$ cat config.mk
export PLATFORM = sky130hd
export DESIGN_NAME = input_port_buffer
export DESIGN_NICKNAME = d
export VERILOG_FILES = /design/src/rtl/input_port_buffer.sv
export SDC_FILE = /design/constraint.sdc
export NUM_CORES = 1
export LEC_CHECK = 0
export ABC_AREA = 1
export CORE_MARGIN = 2
export CORE_UTILIZATION = 35
export DETAILED_ROUTE_END_ITERATION = 10
export PLACE_DENSITY_LB_ADDON = 0.25
export SETUP_SLACK_MARGIN = 0.02
export SLEW_MARGIN = 25
export SYNTH_ARGS = -nofsm -noshare
export SYNTH_HDL_FRONTEND = slang
export SYNTH_SLANG_ARGS = --single-unit
$ cat constraint.sdc
create_clock -name clk -period 3.4 [get_ports clk]
set_input_delay 0.68 -clock clk [delete_from_list [all_inputs] [get_ports clk]]
set_output_delay 0.68 -clock clk [all_outputs]
set_load 0.03 [all_outputs]
$ cat src/rtl/input_port_buffer.sv
// Router input port: flit FIFO with header-driven XY route computation and a
// packet-level request/grant handshake toward the switch arbiter.
module input_port_buffer #(
   parameter int         DATA_WIDTH = 32,
   parameter int         DEPTH      = 4,
   parameter logic [1:0] CUR_X      = 2'd0,
   parameter logic [1:0] CUR_Y      = 2'd0
) (
   input  logic                  clk,
   input  logic                  rst,
   input  logic [DATA_WIDTH-1:0] flit_in,
   input  logic                  flit_in_valid,
   output logic                  ready,
   output logic [4:0]            req,
   input  logic                  grant,
   output logic [DATA_WIDTH-1:0] flit_out,
   output logic                  flit_out_valid,
   output logic                  err
);

   localparam int              AW         = $clog2(DEPTH);
   localparam logic [AW:0]     FULL_COUNT = (AW+1)'(DEPTH);
   localparam logic [1:0]      T_INV      = 2'b00;
   localparam logic [1:0]      T_HDR      = 2'b01;
   localparam logic [1:0]      T_TAIL     = 2'b11;

   localparam logic [4:0] R_LOCAL = 5'b00001;
   localparam logic [4:0] R_NORTH = 5'b00010;
   localparam logic [4:0] R_EAST  = 5'b00100;
   localparam logic [4:0] R_SOUTH = 5'b01000;
   localparam logic [4:0] R_WEST  = 5'b10000;

   typedef enum logic {IDLE, ACTIVE} state_t;

   logic [DATA_WIDTH-1:0] mem [DEPTH];
   logic [AW-1:0]         wr_ptr, rd_ptr;
   logic [AW:0]           count;
   state_t                state_q, state_d;
   logic [4:0]            req_q, req_d;
   logic                  err_q, err_d;
   logic                  push, pop, empty;
   logic [DATA_WIDTH-1:0] head;
   logic [1:0]            head_type, dest_x, dest_y;
   logic [4:0]            route;

   assign empty     = (count == '0);
   assign ready     = (count < FULL_COUNT);
   assign push      = flit_in_valid && ready && (flit_in[DATA_WIDTH-1 -: 2] != T_INV);
   assign head      = mem[rd_ptr];
   assign head_type = head[DATA_WIDTH-1 -: 2];
   assign dest_x    = head[3:2];
   assign dest_y    = head[1:0];

   assign flit_out  = head;
   assign req       = req_q;
   assign err       = err_q;

   // Dimension-ordered routing: resolve X fully before Y.
   always_comb begin
      route = R_LOCAL;
      if (dest_x > CUR_X)      route = R_EAST;
      else if (dest_x < CUR_X) route = R_WEST;
      else if (dest_y > CUR_Y) route = R_NORTH;
      else if (dest_y < CUR_Y) route = R_SOUTH;
   end

   always_comb begin
      state_d        = state_q;
      req_d          = req_q;
      err_d          = 1'b0;
      pop            = 1'b0;
      flit_out_valid = 1'b0;
      case (state_q)
         IDLE: begin
            if (!empty) begin
               if (head_type == T_HDR) begin
                  state_d = ACTIVE;
                  req_d   = route;
               end else begin
                  // Stray body/tail with no open packet: drop it and flag.
                  pop   = 1'b1;
                  err_d = 1'b1;
               end
            end
         end
         ACTIVE: begin
            if (grant && !empty) begin
               pop            = 1'b1;
               flit_out_valid = 1'b1;
               if (head_type == T_TAIL) begin
                  state_d = IDLE;
                  req_d   = '0;
               end
            end
         end
         default: state_d = IDLE;
      endcase
   end

   always_ff @(posedge clk or negedge rst) begin
      if (!rst) begin
         state_q <= IDLE;
         req_q   <= '0;
         err_q   <= 1'b0;
      end else begin
         state_q <= state_d;
         req_q   <= req_d;
         err_q   <= err_d;
      end
   end

   always_ff @(posedge clk or negedge rst) begin
      if (!rst) begin
         wr_ptr <= '0;
         rd_ptr <= '0;
         count  <= '0;
      end else begin
         if (push) wr_ptr <= wr_ptr + AW'(1);
         if (pop)  rd_ptr <= rd_ptr + AW'(1);
         case ({push, pop})
            2'b10:   count <= count + (AW+1)'(1);
            2'b01:   count <= count - (AW+1)'(1);
            default: count <= count;
         endcase
      end
   end

   always_ff @(posedge clk) begin
      if (push) mem[wr_ptr] <= flit_in;
   end

endmodule

# ---- Word level (Yosys, flattened, before mapping)
# Memory sizes are Yosys's and may differ from the RTL's.
# Index checks and enable logic that the tools add are counted.
dict set report totals {
  reg_bits 14
  mem_bits_rw 128
  inputBits 36
  out_inout_bits 40
  wordCells 56
  memories 1
}
dict set report op_classes {
  add_sub_neg 4
  magnitude_cmp 5
  eq_ne 8
  n_mux 23
  n_bitwise 1
  n_reduce_logical 8
}
# memory depth word_bits rd rd_ports_with_merged_regs wr line
set mem_list {}
lappend mem_list {mem 4 32 1 0 1 35} ;# logic [DATA_WIDTH-1:0] mem [DEPTH];
# operator n
set ops {}
lappend ops {{$mux 5} 6}
lappend ops {{$mux 1} 11}
lappend ops {{$pmux 5 s2} 1}
lappend ops {{$mux 4} 2}
lappend ops {{$pmux 3 s2} 1}
lappend ops {{$add 2x1->2 const B} 2}
lappend ops {{$eq 2x1->1 const B} 2}
lappend ops {{$eq 2x2->1 const B} 2}
lappend ops {{$gt 2x1->1 const B} 2}
lappend ops {{$lt 2x1->1 const B} 2}
lappend ops {{$ne 2x1->1 const B} 2}
lappend ops {{$ne 2x2->1 const B} 2}
lappend ops {{$pmux 1 s2} 2}
lappend ops {{$reduce_and 4->1} 1}
lappend ops {{$reduce_bool 2->1} 2}
lappend ops {{$add 3x1->3 const B} 1}
lappend ops {{$logic_and 1x1->1} 3}
lappend ops {{$logic_not 3->1} 1}
lappend ops {{$lt 3x3->1 const B} 1}
lappend ops {{$sub 3x1->3 const B} 1}
lappend ops {{$logic_not 1->1} 1}
lappend ops {{$not 1->1} 1}

# ---- Logic depth before layout (Yosys ltp)
# Gate-level depths: netlist of run 1.
# An unclocked memory read counts as a cell.
dict set report logic_depth {
  word_depth 9
  depth_mapped 15
}

# ---- Worst setup path before layout of run 1
# No wires, ideal clock.
dict set report synth_timing {
  path_kind {register -> register}
  startpoint {register count[2]}
  endpoint {memory mem[0][0] (enable)}
  setup_ns 0.421
  arrival_time_ns 2.253
  path_slack_ns 0.726
  stages_incl_launch_ff 4
  n_path_buf 0
  period_less_slack_ns 2.674
  cell_sequence {dfrtp_1 inv_1 o211ai_2 nor2_1}
}
dict set report synth_between {
  elab_chain_len 5
}
# element line
set synth_rtl {}
lappend synth_rtl {{from (decl)} 37} ;# logic [AW:0] count;
lappend synth_rtl {{from (signal assigned)} 121} ;# 2'b10: count <= count + (AW+1)'(1);
lappend synth_rtl {{from (signal assigned)} 122} ;# 2'b01: count <= count - (AW+1)'(1);
lappend synth_rtl {{from (signal assigned)} 123} ;# default: count <= count;
lappend synth_rtl {{$lt 3x3->1} 47} ;# assign ready = (count < FULL_COUNT);
lappend synth_rtl {{via ready} 13} ;# output logic ready,
lappend synth_rtl {{$logic_and 1x1->1 (2 in series)} 48} ;# assign push = flit_in_valid && ready && (flit_in[DATA_WIDTH-1 -: 2] != T_INV);
lappend synth_rtl {{$mux 1} 129} ;# if (push) mem[wr_ptr] <= flit_in;
lappend synth_rtl {{$mux 1 (implied by the code)} 129}
lappend synth_rtl {{to (decl)} 35}
# The timed path passes the listed nets, and every way through them passes these cells.

# ---- Final worst setup path of run 1
dict set report layout_timing {
  startpoint {register rd_ptr[0]}
  endpoint {output flit_out[14]}
}
dict set report layout_between {
  elab_chain_len 1
}
# element line
set layout_rtl {}
lappend layout_rtl {{from (decl)} 36} ;# logic [AW-1:0] wr_ptr, rd_ptr;
lappend layout_rtl {{from (signal assigned)} 119} ;# if (pop) rd_ptr <= rd_ptr + AW'(1);
lappend layout_rtl {{$mem_v2 4x32} --}
lappend layout_rtl {{to (decl)} 16} ;# output logic [DATA_WIDTH-1:0] flit_out,
# Every way passes these cells.

==> results of run 1 <==
per-layer routing:
| metal | global-route usage | vias to the layer above |
|---|---|---|
| li1 | - | 1657 |
| met1 | 0.184 | 1653 |
| met2 | 0.230 | 94 |
| met3 | 0.0554 | 16 |
| met4 | 0.0582 | 0 |
| met5 | 0 | - |
registers in the layout, summed over array words and instances (netlist names):
name,flops
err,1
state_q,1
mem,128
rd_ptr,2
req,3
wr_ptr,2
count,3
Yosys cell counts (3+ instances only):
cell type,number,share of area
buf_2,10,0.0089
buf_4,4,0.0054
buf_6,4,0.0080
clkbuf_1,4,0.0027
dfrtp_1,12,0.054
edfxtp_1,128,0.68
ha_1,5,0.011
inv_1,20,0.013
nand2_1,40,0.027
nand2_2,8,0.0089
nand2_4,5,0.010
nand3_1,14,0.012
nand3_2,4,0.0071
nor2_1,58,0.039
o21ai_0,52,0.046
o21ai_1,3,0.0027
o22ai_1,26,0.029
xor2_1,3,0.0047
cell type report:
class                           count  area [sq um]
Clock buffer                       18           429
Clock inverter                     14           169
Fill cell                        1443          8570
Inverter                           23          88.8
Multi-Input combinational cell    230          1270
Sequential cell                   140          4150
Tap cell                          216           270
Timing Repair Buffer               88           826
kinds of logic (layout without fill, tap and decap cells):
family | after synthesis | after routing | synth area share
buffers and inverters | 46 | 143 | 0.0417
flip-flops | 140 | 140 | 0.738
AO/OA/AOI/OAI | 85 | 85 | 0.0843
other | 1 | 2 | 0.000668
AND/OR/NAND/NOR | 133 | 133 | 0.114
XOR/XNOR | 4 | 4 | 0.00624
adder cells (fa/ha/maj) | 6 | 6 | 0.0147
how the worst min path moves through the flow:
stage          startpoint        to  slack [ps]  cells after the start
2_1_floorplan         rst  count[0]         380                      0
5_1_grt          count[0]  count[0]         490                      1
4_1_cts          count[0]  count[0]         480                      1
3_3_place_gp     count[0]  count[0]         460                      1
3_5_place_dp     count[0]  count[0]         460                      1
6_report         count[0]  count[0]         480                      1
power by group:
part | leakage (nW) | switching, mW | internal [mW]
Combinational | 0.987 | 1.86 | 0.993
Clock | 0.292 | 0.696 | 1.15
Sequential | 1.30 | 0.101 | 2.12
cells in the final DEF, fill, tap and decap left out, types with 11 or more instances in the layout:
cell	count
nand3_1	14
o22ai_1	26
clkdlybuf4s50_1	66
edfxtp_1	128
o21ai_0	52
nand2_1	40
nor2_1	54
dfrtp_1	11
buf_4	22
clkbuf_16	17
inv_1	20
worst reg2reg max path, delay by kind of cell, from the launching register on:
kind	cells	cell delay, ps
AOI/OAI and AO/OA	2	250
xor gates and xnor gates	1	150
adders and majority gates	2	520
buffers and inverters	3	520
DFF	1	500
and+or+nand+nor	6	480
metrics by stage:
stage | cells | power, mW | hold WS [ps]
2_1_floorplan | 416 | 4.13 | 384
6_report | 729 | 6.92 | 477
3_3_place_gp | 697 | 5.11 | 462
4_1_cts | 729 | 7.00 | 476
3_5_place_dp | 697 | 5.13 | 464
5_1_grt | 729 | 7.32 | 494
==> metrics.cfg, run 1 <==
[detailed_routing]
highest_layer = met4
wl_met2_um = 5460
drtIter0Drc = 195
first_pass_iters = 4
drcViolationCount = 0
routedLengthMet1_um = 5200
vias_per_cell = 4.69
drt_wl_total_um = 11700
dr_wl_met3_um = 854
wire_per_inst_um = 16.1
num_vias = 3420
ant_nets = 0

[worst_setup_path]
startpoint = rd_ptr[0]
crit_arrival_ps = 2400
r2r_slack_ps = 850
required_ps = 2720
worst_r2r_startpoint = rd_ptr[0]
cp_slowest_cell = clkdlybuf4s50_1
cp-start-kind = register
cp_top_family = buffers and inverters
reg2reg_depth = 14
worstPathMaxFanout = 35
path_cells = inv_2, buf_4, nor2_1, o22ai_1, clkdlybuf4s50_1
crit_type = register to output pin
critPathCapture = flit_out[14]
cp.buffers_inverters = 3
critical_path.endpoint_type = output pin
r2r_end = count[2]
cp.depth = 5
max_stage_delay_ps = 710

[die]
start_util = 0.356
die_w_um = 131
coreArea_sq_um = 15800
fp.dieH_um = 131
io_pins = 76
row_count = 46
die_area_sq_um = 17100

[cts]
cts_buffers = 17
root_buffer = clkbuf_16
cts_tree = yes
cts_num_sinks = 140
post-cts-setup-buffers = 0
holdBufCountCts = 0
h-tree-depth = 4
clk_latency_ps = 420
path_clk_slew_ps = 60
clk_path_buf_depth = 2
ctsResizeCount = 0

[worst_hold_path]
worstHoldPathType = register to register

[final_layout]
layout-drive-gt1-share = 0.160
syn2layout_area_growth_pct = 28.2
fin_nets = 542
diodes = 0
stdcell_area_sq_um = 7200
utilization = 0.456

[synthesis]
syn_inst = 415
synth_edf_count = 128
yosys_register_bits = 140
synth_area_per_cell_sq_um = 13.5
synthesis.area_sq_um = 5610
synthFlopType = edfxtp_1
yosysSeqAreaShare = 0.738
ys_async_sr_fraction = 0.0857
synth_cell_types = 30
yosysWarnings = 0

[sta]
hold_viol_final = 0
tns_ps = 0
maxSlewHeadroom = 0.600
drv_slew = 0
clock_skew_ps = 5.83
post-route-period-util = 0.905
worst_slew_pin_slew_ps = 598
max_freq_mhz = 325
rsz0062_at_grt = no
setup_ws_ps = 323
period_minus_slack_ps = 3080
setup_violations = 0

[job]
max_cap_violations = 0

[placement]
port_buffers = 73
hpwl_um = 7130
gp_congestion = 0.763
pre_cts_slack_ps = 590
placed_cell_area_sq_um = 6600

[power]
ir_worst_vdd_v = 0.000604
power_density_nw_per_um2 = 962
p_leak_nw = 2.58

[global_routing]
grt.total_usage = 0.146
grt_max_degree = 36
antenna_found_initial = 0
grt_pass1_vias = 3379
grt_pass1_wl_um = 18200
globalRouteOverflowTotal = 0

[outcome]
status = finished, final reports clean

Note: power is estimated with default switching activity, not from simulation.
==> run 2: changes to the inputs <==
--- a/config.mk
+++ b/config.mk
@@ -6,7 +6,8 @@
 export NUM_CORES = 1
 export LEC_CHECK = 0
 export ABC_AREA = 1
-export CORE_MARGIN = 2
+export CAP_MARGIN = 20
+export CORE_MARGIN = 8
 export CORE_UTILIZATION = 35
 export DETAILED_ROUTE_END_ITERATION = 10
 export PLACE_DENSITY_LB_ADDON = 0.25
==> run 2 against run 1 <==
Compared with the run above: cell area is 0.56% lower; clock power is 8% lower; worst hold slack better by 0.72 ps; count of clock-buffer cells in the layout stayed put; global-route usage is 2.0 points lower; die area is 19% higher; critical endpoint is now flit_out[17]; largest cell class unchanged.
==> metrics.cfg, run 2 (synthesized netlist as in run 1, its figures left out) <==
[worst_setup_path]
r2r_slack_ps = 870  ; +20 ps
critical_path.endpoint_type = output pin
path_cells = inv_2, buf_4, o21ai_0, o22ai_1, clkdlybuf4s50_1
crit_arrival_ps = 2460  ; +60 ps
worstPathMaxFanout = 22  ; -37%
worst_r2r_startpoint = rd_ptr[0]
max_stage_delay_ps = 730  ; +20 ps
cp-start-kind = register
startpoint = rd_ptr[0]
required_ps = 2720  ; about the same
cp_slowest_cell = clkdlybuf4s50_1
crit_type = register to output pin

[detailed_routing]
drt_wl_total_um = 12100  ; +3.0%
drcViolationCount = 0  ; unchanged
wire_per_inst_um = 16.6  ; +3.5%
vias_per_cell = 4.71  ; +0.46%
num_vias = 3417  ; -0.088%
drtIter0Drc = 193  ; -1.0%
ant_nets = 0  ; unchanged
first_pass_iters = 6  ; +2

[global_routing]
antenna_found_initial = 0  ; unchanged
grt_pass1_wl_um = 19200  ; +5.3%
grt_pass1_vias = 3521  ; +4.2%
grt.total_usage = 0.126  ; -0.0202
globalRouteOverflowTotal = 0  ; unchanged
grt_max_degree = 40  ; +11%

[sta]
hold_viol_final = 0  ; unchanged
rsz0062_at_grt = no
max_freq_mhz = 318  ; -2.0%
post-route-period-util = 0.924  ; +0.0188
tns_ps = 0  ; unchanged
maxSlewHeadroom = 0.594  ; -0.00676
setup_violations = 0  ; unchanged
period_minus_slack_ps = 3140  ; +63.9 ps
worst_slew_pin_slew_ps = 608  ; +10.1 ps
drv_slew = 0  ; unchanged
clock_skew_ps = 4.62  ; -1.21 ps
setup_ws_ps = 259  ; -63.9 ps

[power]
p_leak_nw = 2.53  ; -2.0%
power_frac_comb = 0.423  ; +0.012
p_sw_frac = 0.390  ; +0.00703
ir_worst_vdd_v = 0.000551  ; -8.9%
power_density_nw_per_um2 = 951  ; -1.2%
p_int_mw = 4.15  ; -2.8%
switching_power_mw = 2.66  ; about the same
p_seq_frac = 0.327  ; +0.006
clkPwrFrac = 0.249  ; -0.018

[cts]
h-tree-depth = 4  ; unchanged
clk_path_buf_depth = 2  ; unchanged
cts_num_sinks = 140  ; unchanged
clk_latency_ps = 410  ; about the same
cts_tree = yes
holdBufCountCts = 0  ; unchanged
root_buffer = clkbuf_16
path_clk_slew_ps = 60  ; about the same
cts_buffers = 17  ; unchanged
post-cts-setup-buffers = 0  ; unchanged
ctsResizeCount = 0  ; unchanged

[final_layout]
layout_common_cells = 128 x edfxtp_1, 71 x clkdlybuf4s50_1, 54 x nor2_1, 52 x o21ai_0, 40 x nand2_1
diodes = 0  ; unchanged
layout-drive-gt1-share = 0.141  ; -0.0184
regMostFlops = mem
final_common_cell = edfxtp_1
largest_register_ffs = 128  ; unchanged
syn2layout_area_growth_pct = 27.5
fin_nets = 538  ; -0.74%

[die]
row_count = 46  ; unchanged
die_area_sq_um = 20300  ; +19%
coreArea_sq_um = 15800  ; unchanged
die_w_um = 143  ; +9.2%
io_pins = 76  ; unchanged
fp.dieH_um = 143  ; +9.2%
start_util = 0.356  ; unchanged

[placement]
pre_cts_slack_ps = 585  ; -5.40 ps
port_buffers = 73  ; unchanged
hpwl_um = 7210  ; +1.1%
gp_congestion = 0.725  ; -4.9%

[worst_hold_path]
worstHoldPathType = register to register
worstHoldStart = count[0]

[job]
max_cap_violations = 0  ; unchanged

[outcome]
status = finished, final reports clean

==> run 2: changes by cell type in the layout (fill, tap and decap cells not counted), moves of 2 or more <==
cell / change
clkinvlp_4: +3
clkdlybuf4s50_1: +5
buf_12: +2
bufinv_16: -2
buf_4: -11
==> run 2: metrics by stage <==
stage	hold slack, ps	cell area [sq um]	std cells	power, mW	util
4_1_cts	479	7160	725	6.91	0.454
5_1_grt	509	7160	725	7.22	0.454
6_report	478	7160	725	6.81	0.454
3_5_place_dp	466	6610	693	5.19	0.419
2_1_floorplan	384	5620	416	4.13	-
3_3_place_gp	465	6610	693	5.15	0.419
==> run 2: path summary, 6_finish.rpt <==
path / end / cells past startpoint
max: flit_out[17] / 5
max reg2reg: count[2] / 13
min: count[0] / 1
min in group asynchronous: req[1] / 1
max in group asynchronous: rd_ptr[0] / 1
min reg2reg: count[0] / 1
==> run 2: routing by layer <==
| layer | track usage | share of wire | routed length (um) |
|---|---|---|---|
| met5 | 0 | 0 | 0 |
| met2 | 0.192 | 0.46 | 5570 |
| met3 | 0.0464 | 0.066 | 792 |
| met4 | 0.0436 | 0.0099 | 119 |
| met1 | 0.162 | 0.46 | 5580 |
==> run 2: layout make-up <==
type	count	area, sq um
clock buffer	18	429
clock inverter	14	121
fill	1442	8610
inverter	23	88.8
multi-input combinational	230	1270
sequential	140	4150
tap	216	270
timing repair buffer	84	833
==> run 2: critical path: cells and delay by family (launching register included) <==
| family | cells | cell delay [ps] |
|---|---|---|
| compound gates | 2 | 360 |
| buf+inv | 3 | 1170 |
| flops | 1 | 510 |
==> run 2: power by group through the flow <==
stage / Combinational, mW / Sequential, mW / Clock, mW
2_1_floorplan: 1.86 / 2.27 / 0
3_3_place_gp: 2.90 / 2.26 / 0
3_5_place_dp: 2.92 / 2.26 / 0
4_1_cts: 2.94 / 2.23 / 1.74
5_1_grt: 3.15 / 2.25 / 1.82
6_report: 2.88 / 2.23 / 1.70
